<file path="src/rtl/elastic_pipe_reg.sv">
// Elastic inter-stage pipeline register: 2-entry skid buffer with registered in_ready and synchronous flush.
// Define PIPE_STAT_EN to add the saturating stall_cnt/drop_cnt statistics counters.
module elastic_pipe_reg #(
   parameter int DATA_W     = 32,
   parameter int NUM_FIELDS = 5,
   parameter int STAT_W     = 16
) (
   input  logic                         clk,
   input  logic                         reset_n,
   input  logic                         flush,
   input  logic                         in_valid,
   output logic                         in_ready,
   input  logic [DATA_W*NUM_FIELDS-1:0] in_data,
   output logic                         out_valid,
   input  logic                         out_ready,
   output logic [DATA_W*NUM_FIELDS-1:0] out_data,
`ifdef PIPE_STAT_EN
   output logic [STAT_W-1:0]            stall_cnt,
   output logic [STAT_W-1:0]            drop_cnt,
`endif
   output logic [1:0]                   occupancy
);

   localparam int PW = DATA_W * NUM_FIELDS;

   typedef enum logic [1:0] {
      EMPTY = 2'd0,
      ONE   = 2'd1,
      TWO   = 2'd2
   } state_t;

   state_t          state_q, state_d;
   logic            in_ready_q;
   logic [PW-1:0]   main_q, skid_q;
   logic            accept, consume;
   logic            load_main_in, load_skid, promote;

   // Handshake: a beat transfers on a rising edge where valid && ready on that side.
   // Upstream may hold in_valid/in_data until accepted; in_ready is a flop, so it never
   // depends combinationally on out_ready. The main entry always leaves before the skid entry.
   assign accept    = in_valid && in_ready_q;
   assign consume   = out_valid && out_ready;
   assign in_ready  = in_ready_q;
   assign out_valid = (state_q != EMPTY);
   assign out_data  = main_q;
   assign occupancy = state_q;

   always_comb begin
      state_d      = state_q;
      load_main_in = 1'b0;
      load_skid    = 1'b0;
      promote      = 1'b0;
      if (flush) begin
         state_d = EMPTY;
      end else begin
         case (state_q)
            EMPTY: begin
               if (accept) begin
                  state_d      = ONE;
                  load_main_in = 1'b1;
               end
            end
            ONE: begin
               if (accept && consume) begin
                  load_main_in = 1'b1;
               end else if (accept) begin
                  state_d   = TWO;
                  load_skid = 1'b1;
               end else if (consume) begin
                  state_d = EMPTY;
               end
            end
            TWO: begin
               if (consume) begin
                  state_d = ONE;
                  promote = 1'b1;
               end
            end
            default: state_d = EMPTY;
         endcase
      end
   end

   always_ff @(posedge clk or negedge reset_n) begin
      if (!reset_n) begin
         state_q    <= EMPTY;
         in_ready_q <= 1'b1;
      end else begin
         state_q    <= state_d;
         in_ready_q <= (state_d != TWO);
      end
   end

   // Payload flops are not touched by flush; out_valid qualifies out_data.
   always_ff @(posedge clk or negedge reset_n) begin
      if (!reset_n) begin
         main_q <= '0;
         skid_q <= '0;
      end else begin
         if (load_main_in) begin
            main_q <= in_data;
         end else if (promote) begin
            main_q <= skid_q;
         end
         if (load_skid) begin
            skid_q <= in_data;
         end
      end
   end

`ifdef PIPE_STAT_EN
   logic [2:0]      drop_inc;
   logic [STAT_W:0] drop_sum;

   // One per flush cycle, plus held entries not leaving downstream, plus a discarded accept.
   assign drop_inc = 3'd1 + {1'b0, state_q} - {2'b00, consume} + {2'b00, accept};
   assign drop_sum = {1'b0, drop_cnt} + (STAT_W+1)'(drop_inc);

   always_ff @(posedge clk or negedge reset_n) begin
      if (!reset_n) begin
         stall_cnt <= '0;
         drop_cnt  <= '0;
      end else begin
         if (out_valid && !out_ready && (stall_cnt != {STAT_W{1'b1}})) begin
            stall_cnt <= stall_cnt + STAT_W'(1);
         end
         if (flush) begin
            drop_cnt <= drop_sum[STAT_W] ? {STAT_W{1'b1}} : drop_sum[STAT_W-1:0];
         end
      end
   end
`endif

endmodule
</file>
<file path="config.mk">
export PLATFORM = sky130hd
export DESIGN_NAME = elastic_pipe_reg
export DESIGN_NICKNAME = d
export VERILOG_FILES = /design/src/rtl/elastic_pipe_reg.sv
export SDC_FILE = /design/constraint.sdc
export NUM_CORES = 1
export LEC_CHECK = 0
export CAP_MARGIN = 25
export CORE_UTILIZATION = 49
export CTS_CLUSTER_DIAMETER = 60
export DETAILED_ROUTE_END_ITERATION = 8
export PLACE_DENSITY_LB_ADDON = 0.12
export SYNTH_ARGS = -nofsm -noshare
export SYNTH_HDL_FRONTEND = slang
export SYNTH_SLANG_ARGS = --single-unit
</file>
<file path="constraint.sdc">
create_clock -name clk -period 2 [get_ports clk]
set_clock_uncertainty 0.1 [all_clocks]
set_input_delay 0.4 -clock clk [delete_from_list [all_inputs] [get_ports clk]]
set_output_delay 0.4 -clock clk [all_outputs]
set_load 0.05 [all_outputs]
</file>
Word level (Yosys, flattened, before mapping) --
Cells that the tools add are included.
Cells by class: mux-type cells 19, eq/ne operators 3, add/sub/neg operators 0, reductions and logical operators 6, $lt $le $gt $ge 0, shift-type cells 0, bitwise gates (word level) 0, $mul 0, div/mod/pow operators 0
Operator list (number):
- $mux W160 | 2
- $mux W2 | 6
- $mux W1 | 9
- $pmux W2 S3 | 1
- $reduce_bool A2 Y1 | 2
- $logic_and A1 B1 Y1 | 3
- $eq A2 B1 Y1 const B | 1
- $eq A2 B2 Y1 const B | 1
- $logic_not A2 Y1 | 1
- $ne A2 B2 Y1 const B | 1
- $pmux W1 S2 | 1
Word-level totals: output and inout port bits 164, bits of input ports 165, ROM bits 0, bits in latches 0, register bits 323, memory bits (writable) 0, memories 0

Longest topological paths before layout --
word-level depth 8, gate-level depth with buffers 8, depth with buffers taken out 4

Least setup slack after synthesis --
OpenSTA, ideal clock, no wires.
path type reg-to-reg, start register in_ready_q (netlist: in_ready), end register skid_q[100], cell stages (with the launch flop) 7, arrival 1.735 ns, setup time 0.127 ns, setup slack 0.037 ns, required time 1.773 ns, cell sequence dfstp_2 > and2_0 > buf_2 > nand3_2 > buf_4 > buf_6 > mux2_1
Between the ends: cells in the longest elaborated chain, start to end 5, elaborated cells between the ends (all ways) 6
Ends and longest elaborated chain:
- from (decl) | line 33 | logic in_ready_q;
- from (signal assigned) | line 90 | in_ready_q <= (state_d != TWO);
- $logic_and A1 B1 Y1 (*) | line 41 | assign accept = in_valid && in_ready_q;
- $mux W1 or $logic_and A1 B1 Y1 (tied branches) | line 66, 64
- $mux W1 (*) | line 64 | if (accept && consume) begin
- $mux W1 (*) | line 56 | case (state_q)
- $mux W1 (*) | line 53 | if (flush) begin
- to (signal assigned) | line 106 | skid_q <= in_data;
- to (decl) | line 34 | logic [PW-1:0] main_q, skid_q;
Mark *: on every way between the ends. The rest lies on a longest branch, timed or not. A chain may end at the register's enable or synchronous reset.

Final worst setup path --
start register state_q[0] (netlist: occupancy[0]), end output port out_valid
Between the ends: cells in the longest elaborated chain, start to end 1
Ends and longest elaborated chain:
- from (decl) | line 32 | state_t state_q, state_d;
- from (signal assigned) | line 89 | state_q <= state_d;
- $reduce_bool A2 Y1 | line 44 | assign out_valid = (state_q != EMPTY);
- to (decl) | line 14 | output logic out_valid,
Every way passes these cells.

==> results.md <==
* XOR/XNOR share of the synthesized area at 0%
* CTS H-Tree Depth at 2
* First-pass DRT Iterations at 5
* Share of layout cells above drive strength 1 at between 20% and 30%
* Initial Util at 50.5%
* TritonCTS Buffers at 36
* Fin crit share at 96.7%
* Critical Path AT at around 1400 ps
* Largest family of logic cells by synthesized area: multiplexers
* Vert. Die Dim at ~160 microns
* Drt wl/cell at 18.5 microns
* CP cell instances: buf_4 > or2_4 > buf_8
* DR DRC count at 0
* WP data required at 1500 ps
* YS warnings at 0
* Maximum VDD drop at between 0.0008 and 0.0009 V
* CORE AREA at 25400 sq um
* Startpoint Class: register
* Total Wirelength at 32700 microns
* CP Launch Point: occupancy[0]
* Rel. slew slack at 66.1%
* Final-report hold violation count at 0
* CP peak stage delay at 400 ps
* Gpl congestion at 0.802
* # port buffers at 328
* Setup crit end: out_valid
* Clock Pin Slew Worst Setup and Hold Paths at about 60 ps
* RSZ-0062 raised after global routing: false
* Post-Syn Nets at around 1200
* GR Util All Layers at roughly a quarter
* Post-synth cell types at 25
* First-pass GRT wire length at 50900 microns
* Family with the most delay on the worst path: flip-flops
* Hpwl dp at around 22000 microns
* Place WS at -293 ps
* Max Cap Viol at 0
* Row cnt at 58
* CTS Sinks at 323
* Pin count of the biggest net entering global routing at 73
* Post-synthesis adder-cell area fraction at 0%
* Gr ovfl total at 0
* Most common cell after layout, fill and taps aside: dfrtp_1
* Die area at about 27000 sq um
* DR vias at between 9000 and 10000
* Outcome: finished, final reports clean
* Cells on worst reg2reg path at 6
* Vias in the first global route at 9435
* Simple-Gate Fraction of Synth Area at 9.84%
* Clk_lat worst skew at 510 ps
* Ports at approximately 330
* TritonCTS clock tree: built
* Critical-path maximum fanout at 2
* Fin nets at 1577
* Multi-input logic area at 4390 sq um
* Syn Inst Count at 1051
* Fmax at 0.517 GHz
* Chip Width at 164 microns
* Post-synthesis mux area share at between 10% and 20%
* Seq cells post-synth at 323
* Worst hold slack at 287 ps
* Cell Pwr Density at roughly 1200 nW/um^2
* Leak at 8.69 nW
* Mapped Avg Cell Area at around 12 sq um
* Final ANT Viol Nets at 0
* Max Buffers Root-to-Sink at 3
* Synth-to-Final Area Change at 39.2%
* Slew Viols, Final at 0
* Buf+Inv Stages, Crit Path at 2
* Synth top area share at 62.8%
* Leading cell types in the layout, fill and taps excluded: dfrtp_1, nand2_1, clkdlybuf4s50_1
* Leading area contributor after synthesis: dfrtp_1
* Synth Cell Area at about 13000 sq um
* Reg2reg end: out_data[111]
* Final setup fails at 0
* Drt initial violations at 635
* Clk root buf: clkbuf_16
* Compound-Gate Fraction of Synth Area at 9.62%
* Sequential Area at between 8000 and 9000 sq um
* Initial antenna violation count at 2
* Largest cells by area after synthesis: dfrtp_1, nand2_1, a22oi_1
* Final Worst Setup Slack at 65.6 ps
* Worst setup EP type: output port
* Post-layout util at between 70% and 80%
* Filler instances at 1891
* Slew @ Worst Pin at 511 ps
* Crit path kind: register to output port
* Worst-path cell with the longest stage delay: dfrtp_2
* Worst r2r src: in_ready
* Critical path depth in cells at 3
* Register area share after synthesis at a little over three fifths
* Post-layout min period at 1930 ps
* Hold WC Path Type: primary input to asynchronous set/reset pin
* Vias per std cell at 5.34
* Setup slack, reg-to-reg at 70 ps
layer usage:
layer / part of all wire [%] / vias up / global-route usage [%]
li1: - / 4359 / -
met1: 41 / 4704 / 31.4
met2: 48 / 324 / 39.4
met3: 9.0 / 50 / 7.70
met4: 2.3 / 2 / 6.94
met5: 0.040 / - / 0
registers in the layout (all words and copies together) (netlist names):
signal / cells
skid_q: 160
occupancy: 2
out_data: 160
in_ready: 1
timing repair:
item	CTS	global route
cloned	0	1
hold buffers	1	0
hold endpoints to repair	33	0
gates resized for setup	69	3
setup buffers	2	0
endpoints found under the setup margin	66	62
worst min path at each step:
stage,from,endpoint,slack (ps),cells past startpoint
floorplan,reset_n,occupancy[0],4,0
global placement,reset_n,out_data[121],230,1
detailed placement,reset_n,out_data[120],230,1
CTS,reset_n,out_data[142],280,2
global route,reset_n,out_data[142],310,2
finish,reset_n,out_data[142],290,2
layout make-up:
cell class                      instances  share of cell area [%]
Sequential cell                       323                    45.3
Multi-Input combinational cell        657                    24.5
Clock buffer                           49                    5.72
Clock inverter                         13                   0.819
Antenna cell                            1                  0.0140
Tap cell                              330                    2.31
Timing Repair Buffer                  393                    21.3
Inverter                                1                  0.0210
cell usage after synthesis (all sizes together):
master	count
a22oi	158
a31oi	1
and2	1
and3	1
buf	56
clkbuf	15
dfrtp	322
dfstp	1
inv	1
mux2	160
mux2i	4
nand2	319
nand2b	1
nand3	1
nor2	3
nor2b	1
nor4bb	1
o21a	1
o21ai	2
o22a	1
or2	1
power breakdown:
| part | internal, mW | switching (mW) |
|---|---|---|
| clock network | 3.96 | 2.60 |
| logic | 2.02 | 3.49 |
| registers | 8.13 | 0.840 |
| total | 14.1 | 6.93 |
kinds of logic after synthesis:
group / after synthesis
multiplexers: 164
buffers and inverters: 72
flip-flops: 323
AND/OR/NAND/NOR: 329
AO/OA/AOI/OAI: 163
metrics by stage:
step / cell area [sq um] / setup TNS, ps / total power, mW / std cells
3_3_place_gp: 16700 / -62120 / 14.6 / 1701
6_report: 17900 / 0 / 21.0 / 1767
5_1_grt: 17900 / 0 / 21.9 / 1767
2_1_floorplan: 12800 / 0 / 12.5 / 1051
4_1_cts: 17800 / 0 / 21.2 / 1765
3_5_place_dp: 16700 / -72630 / 14.8 / 1701
(Power assumes the default switching activity.)
